File: src/rtl/flag_entry_ctrl.sv
`default_nettype none
// ============================================================================
// Module   : flag_entry_ctrl
// Brief    : Debounced button-to-byte sequencer feeding the flag capture path.
// Revision : 1.0
// ============================================================================
module flag_entry_ctrl #(
    parameter int NBYTES    = 38,
    parameter int DB_CYCLES = 2,
    parameter int TIMEOUT   = 1000
) (
    input  logic       clk,
    input  logic       rst,
    input  logic       btn_raw,
    input  logic [7:0] sw,
    input  logic       clr,
    input  logic       cap_ready,
    output logic       cap_valid,
    output logic [7:0] cap_data,
    output logic [5:0] byte_idx,
    output logic       busy,
    output logic       done,
    output logic       err
);

    localparam int c_DB_W = (DB_CYCLES > 1) ? $clog2(DB_CYCLES) : 1;
    localparam int c_TO_W = (TIMEOUT > 1) ? $clog2(TIMEOUT) : 1;
    localparam logic [c_DB_W-1:0] c_DB_LAST  = c_DB_W'(DB_CYCLES - 1);
    localparam logic [c_TO_W-1:0] c_TO_LAST  = c_TO_W'((TIMEOUT > 0) ? TIMEOUT - 1 : 0);
    localparam logic [5:0]        c_IDX_LAST = 6'(NBYTES - 1);
    localparam logic              c_TO_EN    = (TIMEOUT > 0);

    typedef enum logic [2:0] {
        S_IDLE       = 3'd0,
        S_WAIT_PRESS = 3'd1,
        S_ISSUE      = 3'd2,
        S_WAIT_REL   = 3'd3,
        S_DONE       = 3'd4,
        S_ERR        = 3'd5
    } state_t;

    state_t              r_state;
    logic                r_sync1;
    logic                r_sync2;
    logic [c_DB_W-1:0]   r_db_cnt;
    logic [c_TO_W-1:0]   r_to_cnt;
    logic                r_cap_valid;
    logic [7:0]          r_cap_data;
    logic [5:0]          r_idx;
    logic                r_busy;
    logic                r_done;
    logic                r_err;

    logic                w_want;
    logic                w_match;
    logic                w_db_hit;
    logic                w_waiting;
    logic                w_to_hit;

    // Only WAIT_REL waits for a low level; every other debouncing state wants a press.
    assign w_want    = (r_state != S_WAIT_REL);
    assign w_match   = (r_sync2 == w_want);
    assign w_db_hit  = w_match && (r_db_cnt == c_DB_LAST);
    assign w_waiting = (r_state == S_WAIT_PRESS) || (r_state == S_WAIT_REL);
    assign w_to_hit  = c_TO_EN && w_waiting && (r_to_cnt == c_TO_LAST);

    always_ff @(posedge clk or negedge rst) begin
        if (!rst) begin
            r_state     <= S_IDLE;
            r_sync1     <= 1'b0;
            r_sync2     <= 1'b0;
            r_db_cnt    <= '0;
            r_to_cnt    <= '0;
            r_cap_valid <= 1'b0;
            r_cap_data  <= 8'h00;
            r_idx       <= 6'd0;
            r_busy      <= 1'b0;
            r_done      <= 1'b0;
            r_err       <= 1'b0;
        end else begin
            r_sync1 <= btn_raw;
            r_sync2 <= r_sync1;
            if (clr) begin
                r_state     <= S_IDLE;
                r_db_cnt    <= '0;
                r_to_cnt    <= '0;
                r_cap_valid <= 1'b0;
                r_idx       <= 6'd0;
                r_busy      <= 1'b0;
                r_done      <= 1'b0;
                r_err       <= 1'b0;
            end else begin
                case (r_state)
                    S_IDLE, S_WAIT_PRESS: begin
                        // A debounced press beats a timeout expiring on the same edge.
                        if (w_db_hit) begin
                            r_state     <= S_ISSUE;
                            r_cap_data  <= sw;
                            r_cap_valid <= 1'b1;
                            r_busy      <= 1'b1;
                            r_db_cnt    <= '0;
                            r_to_cnt    <= '0;
                        end else if (w_to_hit) begin
                            r_state  <= S_ERR;
                            r_err    <= 1'b1;
                            r_busy   <= 1'b0;
                            r_db_cnt <= '0;
                        end else begin
                            r_db_cnt <= w_match ? r_db_cnt + 1'b1 : '0;
                            if (r_state == S_WAIT_PRESS) begin
                                r_to_cnt <= r_to_cnt + 1'b1;
                            end
                        end
                    end
                    S_ISSUE: begin
                        if (cap_ready) begin
                            r_cap_valid <= 1'b0;
                            r_idx       <= r_idx + 6'd1;
                            r_db_cnt    <= '0;
                            if (r_idx == c_IDX_LAST) begin
                                r_state <= S_DONE;
                                r_done  <= 1'b1;
                                r_busy  <= 1'b0;
                            end else begin
                                r_state <= S_WAIT_REL;
                            end
                        end
                    end
                    S_WAIT_REL: begin
                        if (w_to_hit) begin
                            r_state  <= S_ERR;
                            r_err    <= 1'b1;
                            r_busy   <= 1'b0;
                            r_db_cnt <= '0;
                        end else begin
                            r_to_cnt <= r_to_cnt + 1'b1;
                            if (w_db_hit) begin
                                r_state  <= S_WAIT_PRESS;
                                r_db_cnt <= '0;
                            end else begin
                                r_db_cnt <= w_match ? r_db_cnt + 1'b1 : '0;
                            end
                        end
                    end
                    S_DONE, S_ERR: begin
                        // Terminal until clr or reset; the button is ignored.
                        r_db_cnt <= '0;
                    end
                    default: begin
                        r_state <= S_IDLE;
                    end
                endcase
            end
        end
    end

    assign cap_valid = r_cap_valid;
    assign cap_data  = r_cap_data;
    assign byte_idx  = r_idx;
    assign busy      = r_busy;
    assign done      = r_done;
    assign err       = r_err;

endmodule
`default_nettype wire

File: config.mk
export PLATFORM = sky130hd
export DESIGN_NAME = flag_entry_ctrl
export DESIGN_NICKNAME = d
export VERILOG_FILES = /design/src/rtl/flag_entry_ctrl.sv
export SDC_FILE = /design/constraint.sdc
export NUM_CORES = 1
export LEC_CHECK = 0
export CORE_MARGIN = 8
export CORE_UTILIZATION = 45
export DETAILED_ROUTE_END_ITERATION = 8
export PLACE_DENSITY_LB_ADDON = 0.05
export SETUP_SLACK_MARGIN = 0.1
export SYNTH_ARGS = -nofsm -noshare
export SYNTH_HDL_FRONTEND = slang
export SYNTH_SLANG_ARGS = --single-unit
export TNS_END_PERCENT = 50
File: constraint.sdc
create_clock -name clk -period 2 [get_ports clk]
set_clock_uncertainty 0.15 [all_clocks]
set_input_delay 0.4 -clock clk [delete_from_list [all_inputs] [get_ports clk]]
set_output_delay 0.4 -clock clk [all_outputs]
set_load 0.01 [all_outputs]
-- Word level (Yosys, flattened, before mapping)
Index checks and enable logic that the tools add are counted.
- bitwise gates (word level): 1
- reductions and logical operators: 22
- add/sub/neg operators: 3
- muxes and demuxes: 42
- equal/unequal tests: 19
- operators with widths (cell ; number):
    $mux 10 ; 5
    $mux 1 ; 21
    $mux 3 ; 7
    $pmux 10 s2 ; 1
    $mux 6 ; 3
    $ne 4x4->1 const B ; 4
    $ne 3x3->1 const B ; 5
    $pmux 3 s4 ; 1
    $reduce_and 3->1 ; 4
    $add 10x1->10 const B ; 1
    $eq 10x10->1 const B ; 1
    $reduce_and 4->1 ; 2
    $add 6x1->6 const B ; 1
    $eq 3x2->1 const B ; 2
    $eq 3x3->1 const B ; 2
    $eq 6x6->1 const B ; 1
    $reduce_and 2->1 ; 3
    $reduce_bool 2->1 ; 3
    $reduce_bool 3->1 ; 2
    $reduce_bool 5->1 ; 1
    $pmux 1 s2 ; 2
    $pmux 1 s4 ; 1
    $reduce_bool 4->1 ; 1
    $reduce_or 2->1 ; 2
    10 further kinds ; 11
- flip-flop bits (word level): 34
- output and inout bits: 18
- bits of input ports: 13
- logic and storage cells: 98

-- Logic depth before layout (Yosys ltp)
Gate-level depths: netlist of run 1.
- word-level depth: 7
- gate-level depth with buffers: 6
- mapped depth without buffers: 6

-- Least setup slack after synthesis of run 1
No wires, ideal clock.
- path kind: reg2reg
- start: reg r_to_cnt[0]
- end: reg r_to_cnt[1]
- setup time: 0.120 ns
- slack: 0.150 ns
- cell stages (with the launch flop): 7
- period minus slack after synthesis: 1.850 ns
- buffers on the path: 1
- data arrival time: 1.581 ns
- data required time: 1.730 ns
- path through: dfrtp_1 -> ha_1 -> and2_1 -> a311o_1 -> buf_2 -> and3_1 -> a31o_1
- cells in the longest elaborated chain, start to end: 6
- elaborated cells between the ends (all ways): 12
- classes of those cells: 1 x add/sub; 3 x eq/ne; 6 x mux; 2 x reduce/logical
- ends and longest elaborated chain (what ; RTL line ; text):
    from (decl) ; 46 ; logic [c_TO_W-1:0] r_to_cnt;
    from (signal assigned) ; 111 ; r_to_cnt <= r_to_cnt + 1'b1;
    from (signal assigned) ; 136 ; r_to_cnt <= r_to_cnt + 1'b1;
    $add 10x1->10 ; 111, 136 ;
    $mux 10 ; 110 ; if (r_state == S_WAIT_PRESS) begin
    $mux 10 ; 103 ; end else if (w_to_hit) begin
    $mux 10 ; 96 ; if (w_db_hit) begin
    $pmux 10 s2 ; 93 ; case (r_state)
    $mux 10 ; 83 ; if (clr) begin
Several ways; a longest one is shown, not always the timed one. The select of a mux whose other input is x is not followed.
A chain may end at the register's enable or synchronous reset.

-- Final worst setup path of run 1
- start: reg r_idx[2] (netlist: byte_idx[2])
- end: out byte_idx[2]
- RTL lines (what ; RTL line ; text):
    from (decl) ; 49 ; logic [5:0] r_idx;
    from (signal assigned) ; 118 ; r_idx <= r_idx + 6'd1;
    to (decl) ; 20 ; output logic [5:0] byte_idx,
No word-level cell between the ends.

==> results of run 1 <==
[layout make-up]
class | instances | area share
inverter | 14 | 0.0201
multi-input combinational | 128 | 0.368
tap | 50 | 0.0239
clock buffer | 6 | 0.0316
sequential | 34 | 0.327
timing repair buffer | 63 | 0.218
clock inverter | 1 | 0.0115
[cells by family after synthesis]
logic type,after synthesis
multiplexers,9
buffers and inverters,25
adder cells (fa/ha/maj),3
AO/OA/AOI/OAI,51
AND/OR/NAND/NOR,60
XOR/XNOR,5
flip-flops,34
[path summary, 6_finish.rpt]
path	startpoint	to	slack, ns	cells past startpoint
max	byte_idx[2]	byte_idx[2]	0.11	1
min	r_sync1	r_sync2	0.20	0
max reg2reg	r_to_cnt[3]	r_to_cnt[6]	0.15	4
min reg2reg	r_sync1	r_sync2	0.20	0
max in group asynchronous	rst	r_state[2]	0.99	2
min in group asynchronous	rst	byte_idx[2]	0.37	2
[Yosys cell counts (all sizes together), types with 2 or more instances]
library cell	number	share of area
dfrtp	34	0.46
inv	14	0.028
nor2	14	0.032
a21oi	11	0.032
mux2	9	0.054
nand2	8	0.016
o22ai	8	0.027
buf	6	0.020
nand2b	6	0.020
nand4	6	0.020
o21ai	6	0.016
a22oi	5	0.020
clkbuf	5	0.010
and2	4	0.013
and3	4	0.013
nand3	4	0.011
xor2	4	0.019
ha	3	0.020
a2111oi	2	0.0094
a211oi	2	0.0081
a31o	2	0.0094
a31oi	2	0.0067
and4bb	2	0.013
nor3b	2	0.0081
o2111ai	2	0.019
o21a	2	0.0081
or3	2	0.0067
[per-stage QoR]
stage               cells  setup TNS (ns)  total power, uW  hold slack (ns)  cell area, um^2
global placement      283          -0.953             1310            0.185             2370
global route          296               0             2090            0.204             2620
detailed placement    283           -1.99             1330            0.187             2370
CTS                   292               0             2000            0.202             2540
floorplan             187               0             1070          -0.0456             1860
finish                296               0             1990            0.202             2620
[sequential cells by signal (all words and copies together) (netlist names)]
register   cells
busy           1
byte_idx       6
cap_data       8
cap_valid      1
done           1
err            1
r_db_cnt       1
r_state        3
r_sync1        1
r_sync2        1
r_to_cnt      10
[power breakdown]
| part | switching, uW | internal (uW) | leakage [uW] |
|---|---|---|---|
| logic | 215 | 297 | 0.000612 |
| clock network | 235 | 398 | 0.0000573 |
| registers | 68.2 | 778 | 0.000445 |
| total | 519 | 1470 | 0.00111 |
[per-layer routing]
| layer | track usage | part of all wire |
|---|---|---|
| met1 | 0.166 | 0.41 |
| met2 | 0.257 | 0.53 |
| met3 | 0.0480 | 0.050 |
| met4 | 0.0527 | 0.012 |
| met5 | 0 | 0 |
[what timing repair did]
action / 4_1_cts / 5_1_grt
endpoints found under the setup margin: 13 / 24
pin swaps: 2 / 3
buffers inserted: 2 / 4
gates resized for setup: 10 / 12
==> impl_metrics.json, run 1 <==
{
  "status": "finished, final reports clean",
  "ys.flop_type": "dfrtp_1",
  "ant_nets": 0,
  "required_ns": 1.45,
  "ys_types": 53,
  "drc": 0,
  "finalHoldViolCount": 0,
  "tritoncts": "built",
  "dr.pass1.iters": 4,
  "maxSlewViolCount": 0,
  "yosysWarnings": 0,
  "cts_hold_buf": 0,
  "dp_slack_ns": -0.313,
  "drive_gt1_frac": 0.289,
  "min_period_over_period": 0.944,
  "vdd_ir_drop_max_v": 0.000503,
  "worstSetupPathType": "flop to primary output",
  "syn_to_final_growth_pct": 40.4,
  "vias_per_cell": 5.50,
  "async_flop_share": 1.00,
  "routabilityCongestion": 0.849,
  "vias": 1628,
  "start_util": 0.466,
  "syn_area_per_cell_um2": 9.96,
  "arrival_ns": 1.34,
  "nFillCells": 319,
  "slowest_delay_ns": 0.59,
  "synth-simple-area-share": 0.188,
  "utilization": 0.654,
  "core_um2": 4000,
  "worst_pin_slew_ns": 0.441,
  "die_h_um": 80.3,
  "start_kind": "flop",
  "grt_pass1_vias": 1637,
  "routed_wl_mm": 4.65,
  "insertion_delay_ns": 0.28,
  "slew_headroom": 0.706,
  "cts_buffers": 5,
  "final.setup.worst_slack_ns": 0.111,
  "maxCapViolCount": 0,
  "wl_per_cell_um": 15.7,
  "grt_pass1_wl_mm": 7.57,
  "io_pins": 31,
  "cp_num_buf_inv": 1,
  "antennaDiodeCount": 0,
  "portBuffers": 30,
  "layout_common_cells": "dfrtp_1 (30), buf_4 (29), clkdlybuf4s50_1 (28)",
  "end_kind": "primary output",
  "clockBufferDepth": 2,
  "synth_edf_count": 0,
  "hold_path.class": "flop to flop",
  "dieWidth_um": 80.3,
  "synth-seq-cells": 34,
  "syn_inst": 187,
  "fmax_mhz": 529,
  "cts_max_level": 2,
  "antenna_found_initial": 0,
  "finalSetupViolCount": 0,
  "rows": 23,
  "period_needed_ns": 1.89,
  "synth-xor-area-share": 0.0235,
  "synth_top_family_by_area": "compound AO/OA/AOI/OAI gates",
  "drt_iter0_markers": 100,
  "clock_sinks": 34,
  "slowest_stage": "clkdlybuf4s50_1",
  "crit_fanout": 5,
  "grt_max_degree": 35,
  "synth-compound-area-share": 0.199,
  "dieArea_um2": 6460,
  "yosys.area_share.adder": 0.0201,
  "track_usage": 0.149,
  "cpLargestDelayFamily": "buffers and inverters",
  "leakagePower_uw": 0.00111,
  "final-seq-area_um2": 856,
  "final_common_cell": "dfrtp_1",
  "clkTransAtPathRegs_ns": 0.07,
  "power.density_nw_per_um2": 761,
  "synth_seq_area_share": 0.457,
  "synth_nets": 203,
  "nets": 262,
  "muxShareOfSynthArea": 0.0544,
  "overflow": 0,
  "crit_chain": "clkdlybuf4s50_1",
  "syn_area_um2": 1860,
  "cts_root_buf": "clkbuf_8",
  "place_hpwl_mm": 3.38,
  "rsz0062_at_grt": "true",
  "multi_input_area_um2": 962
}
No activity file was read; power rests on OpenSTA's default activity.
==> run 2: changes to the inputs <==
--- a/config.mk
+++ b/config.mk
@@ -5,9 +5,11 @@
 export SDC_FILE = /design/constraint.sdc
 export NUM_CORES = 1
 export LEC_CHECK = 0
+export CAP_MARGIN = 20
 export CORE_MARGIN = 8
 export CORE_UTILIZATION = 45
 export DETAILED_ROUTE_END_ITERATION = 8
+export GPL_TIMING_DRIVEN = 0
 export PLACE_DENSITY_LB_ADDON = 0.05
 export SETUP_SLACK_MARGIN = 0.1
 export SYNTH_ARGS = -nofsm -noshare
==> impl_metrics.json, run 2 (synthesis results as in run 1) <==
{
  "cts_hold_buf": 0,
  "ant_nets": 0,
  "overflow": 0,
  "vias": 1644,
  "antenna_found_initial": 0,
  "dr.pass1.iters": 4,
  "required_ns": 1.45,
  "routabilityCongestion": 0.915,
  "insertion_delay_ns": 0.28,
  "cts_buffers": 5,
  "min_period_over_period": 0.945,
  "maxCapViolCount": 0,
  "grt_pass1_vias": 1584,
  "place_inst": 266,
  "power.density_nw_per_um2": 750,
  "crit_fanout": 5,
  "grt_pass1_wl_mm": 7.67,
  "status": "finished, final reports clean",
  "routed_wl_mm": 4.66,
  "rows": 23,
  "vdd_ir_drop_max_v": 0.000548,
  "layoutNonFillerInstCount": 281,
  "tns_ns": 0,
  "cpLargestDelayFamily": "buffers and inverters",
  "arrival_ns": 1.34,
  "wl_per_cell_um": 16.6,
  "dieWidth_um": 80.3,
  "period_needed_ns": 1.89,
  "fmax_mhz": 529,
  "nets": 247,
  "grt_max_degree": 35,
  "tritoncts": "built",
  "largest_register_ffs": 10,
  "cts_root_buf": "clkbuf_8",
  "start_util": 0.466,
  "final_common_cell": "dfrtp_1",
  "start_kind": "flop",
  "hold_path.class": "input pin to async pin",
  "leakagePower_uw": 0.000989,
  "maxSlewViolCount": 0,
  "die_h_um": 80.3,
  "top_register": "r_to_cnt",
  "io_pins": 31,
  "drive_gt1_frac": 0.212,
  "dieArea_um2": 6460,
  "antennaDiodeCount": 0,
  "worst_pin_slew_ns": 0.755,
  "vias_per_cell": 5.85,
  "nFillCells": 330,
  "core_um2": 4000,
  "finalHoldViolCount": 0,
  "place_hpwl_mm": 3.29,
  "clkTransAtPathRegs_ns": 0.07,
  "clockBufferDepth": 2,
  "slowest_stage": "clkdlybuf4s50_1",
  "syn_to_final_growth_pct": 29.3,
  "whs_ns": 0.0312,
  "clock_sinks": 34,
  "end_kind": "primary output",
  "slew_headroom": 0.496,
  "crit_chain": "clkdlybuf4s50_1",
  "rsz0062_at_grt": "true",
  "drc": 0,
  "worstSetupPathType": "flop to primary output",
  "cts_max_level": 2,
  "track_usage": 0.148,
  "slowest_delay_ns": 0.59,
  "utilization": 0.602,
  "drt_iter0_markers": 114,
  "finalSetupViolCount": 0,
  "cp_num_buf_inv": 1,
  "layout_common_cells": "dfrtp_1 (31), clkdlybuf4s50_1 (27), inv_1 (14)",
  "portBuffers": 29,
  "rrSetupSlack_ns": 0.14
}
run 2: per-layer routing:
layer / track usage / vias up / share of wire
met5: 0 / - / 0
li1: - / 773 / -
met4: 0.0436 / 0 / 0.011
met1: 0.176 / 830 / 0.43
met2: 0.255 / 34 / 0.51
met3: 0.0379 / 7 / 0.047
run 2: report_power, final:
| part | internal (uW) | switching [uW] | leakage [uW] |
|---|---|---|---|
| combinational | 268 | 220 | 0.000499 |
| sequential | 777 | 62.0 | 0.000447 |
| clock | 234 | 246 | 0.0000438 |
run 2: worst paths after layout:
path / start / endpoint / cells past startpoint
setup reg to reg: byte_idx[1] / busy / 6
hold / removal: rst / byte_idx[2] / 1
max in group asynchronous: rst / byte_idx[0] / 1
hold reg to reg: r_sync1 / r_sync2 / 0
min in group clk: r_sync1 / r_sync2 / 0
setup / recovery: byte_idx[2] / byte_idx[2] / 1
run 2: cell type report:
class | count | area, um^2 | area share
Buffer | 11 | 70.1 | 0.0291
Sequential cell | 34 | 855 | 0.355
Clock buffer | 5 | 68.8 | 0.0286
Inverter | 14 | 52.6 | 0.0218
Timing Repair Buffer | 37 | 344 | 0.143
Tap cell | 50 | 62.6 | 0.0260
Multi-Input combinational cell | 128 | 947 | 0.393
Clock inverter | 2 | 10.0 | 0.00415
run 2: stage by stage:
stage               total power, uW  setup slack [ns]  cell area, um^2
global placement               1290            -0.337             2220
global route                   1900            0.0711             2410
CTS                            1820            0.0598             2350
floorplan                      1070             0.150             1860
finish                         1810             0.110             2410
detailed placement             1310            -0.365             2210
run 2: repair_timing:
item,4_1_cts,5_1_grt
pin swaps,1,4
gates resized for setup,10,14
setup endpoints to repair,13,23
setup buffers,3,5
run 2: worst register-to-register path: cells and delay by family, from the launching register on:
| kind | cells | cell delay, ns |
|---|---|---|
| AOI/OAI and AO/OA | 2 | 0.66 |
| DFF | 1 | 0.46 |
| and+or+nand+nor | 2 | 0.27 |
| adders and majority gates | 1 | 0.13 |
| buffers and inverters | 1 | 0.07 |
==> run 3: changes to the inputs <==
--- a/config.mk
+++ b/config.mk
@@ -7,7 +7,7 @@
 export LEC_CHECK = 0
 export CAP_MARGIN = 20
 export CORE_MARGIN = 8
-export CORE_UTILIZATION = 45
+export CORE_UTILIZATION = 47
 export DETAILED_ROUTE_END_ITERATION = 8
 export GPL_TIMING_DRIVEN = 0
 export PLACE_DENSITY_LB_ADDON = 0.05
==> impl_metrics.json, run 3 (synthesis results as in run 1) <==
{
  "status": "finished, final reports clean",
  "track_usage": 0.151,
  "power.density_nw_per_um2": 778,
  "start_kind": "flop",
  "antenna_found_initial": 0,
  "period_needed_ns": 1.88,
  "grt_max_degree": 35,
  "cts_max_level": 2,
  "ant_nets": 0,
  "vdd_ir_drop_max_v": 0.000590,
  "clockBufferDepth": 2,
  "r2r_start": "r_to_cnt[6]",
  "syn_to_final_growth_pct": 32.6,
  "worstSetupPathType": "flop to primary output",
  "die_h_um": 79.0,
  "cpLargestDelayFamily": "buffers and inverters",
  "grt.met2_usage": 0.256,
  "grt_util_met1": 0.170,
  "dieWidth_um": 79.0,
  "whs_ns": 0.0329,
  "cts_root_buf": "clkbuf_8",
  "final_common_cell": "dfrtp_1",
  "grt_pass1_wl_mm": 7.60,
  "nFillCells": 325,
  "cts_buffers": 5,
  "place_hpwl_mm": 3.23,
  "core_um2": 3910,
  "clock_sinks": 34,
  "rows": 23,
  "hold_path.class": "input pin to async pin",
  "critPathLaunch": "byte_idx[2]",
  "start_util": 0.476,
  "slowest_delay_ns": 0.59,
  "wl_per_cell_um": 16.4,
  "crit_fanout": 5,
  "maxCapViolCount": 0,
  "overflow": 0,
  "vias_per_cell": 5.68,
  "drt_iter0_markers": 112,
  "rsz0062_at_grt": "true",
  "min_period_over_period": 0.938,
  "met3_usage": 0.0406,
  "vias": 1618,
  "crit_chain": "clkdlybuf4s50_1",
  "portBuffers": 29,
  "grt_pass1_vias": 1676,
  "finalSetupViolCount": 0,
  "top_usage_layer": "met2",
  "insertion_delay_ns": 0.29,
  "fmax_mhz": 533,
  "maxSlewViolCount": 0,
  "final-seq-area_um2": 857,
  "clkTransAtPathRegs_ns": 0.07,
  "worst_pin_slew_ns": 0.774,
  "drc": 0,
  "tritoncts": "built",
  "io_pins": 31,
  "drive_gt1_frac": 0.234,
  "routed_wl_mm": 4.66,
  "layout_common_cells": "dfrtp_1 (29), clkdlybuf4s50_1 (27), inv_1 (14), buf_4 (14), nor2_1 (13)",
  "slew_headroom": 0.484,
  "end_kind": "primary output",
  "leakagePower_uw": 0.00102,
  "multi_input_area_um2": 950,
  "finalHoldViolCount": 0,
  "cp_num_buf_inv": 1,
  "utilization": 0.631,
  "dieArea_um2": 6230,
  "dr.pass1.iters": 4,
  "slowest_stage": "clkdlybuf4s50_1",
  "arrival_ns": 1.33,
  "largest_register_ffs": 10,
  "antennaDiodeCount": 0,
  "routabilityCongestion": 0.894,
  "nets": 250,
  "required_ns": 1.45,
  "top_register": "r_to_cnt"
}
[run 3: cell count changes in the layout (fill, tap and decap cells not counted), sizes merged]
cell	previous run	this run
buf	16	18
clkbuf	9	13
clkinv	2	0
dlymetal6s2s	0	1
dlygate4sd2	1	0
[run 3: power breakdown]
group / switching (uW) / internal [uW] / leakage [uW]
clock: 248 / 348 / 0.0000575
combinational: 218 / 272 / 0.000520
sequential: 59.0 / 777 / 0.000443
[run 3: area by class of cell]
cell class | count | area share
inverters | 14 | 0.0213
well taps | 50 | 0.0253
clock buffers | 8 | 0.0446
multi-input cells | 128 | 0.384
flip-flops and latches | 34 | 0.347
repair buffers | 40 | 0.150
plain buffers | 11 | 0.0278
[run 3: repair_timing]
action                                  in CTS  in global routing
cloned                                       0                  0
resized for setup                            8                 20
setup buffers                                2                  9
hold buffers                                 0                  0
pin swaps                                    2                  7
endpoints found under the setup margin      13                 23
[run 3: stage by stage]
step	TNS, ns	cell area [um^2]	instances	worst slack (ns)	power, uW
6_report	0	2470	285	0.124	1920
5_1_grt	0	2470	285	0.0842	2010
4_1_cts	0	2360	276	0.0696	1910
3_5_place_dp	-0.823	2210	266	-0.343	1300
3_3_place_gp	-11.84	2220	266	-0.329	1290
2_1_floorplan	0	1860	187	0.150	1070
[run 3: final timing paths]
path | slack, ns | cells past startpoint | to
hold reg to reg | 0.21 | 0 | r_sync2
hold / removal | 0.03 | 1 | done
min in group clk | 0.21 | 0 | r_sync2
setup reg to reg | 0.13 | 5 | r_to_cnt[1]
max in group asynchronous | 1.13 | 1 | byte_idx[1]
setup / recovery | 0.12 | 1 | byte_idx[2]
[run 3: worst reg2reg max path, delay by kind of cell, from the launching register on]
family | cells | cell delay (ns)
compound gates | 2 | 0.58
simple gates | 2 | 0.44
flops | 1 | 0.41
buf+inv | 1 | 0.19
[run 3: per-layer routing]
layer  vias to the layer above  wire length (um)  share of wire
li1                        776                 -              -
met1                       786              1850           0.40
met2                        49              2420           0.52
met3                         7               323          0.069
met4                         0                72          0.015
met5                         -                 0              0
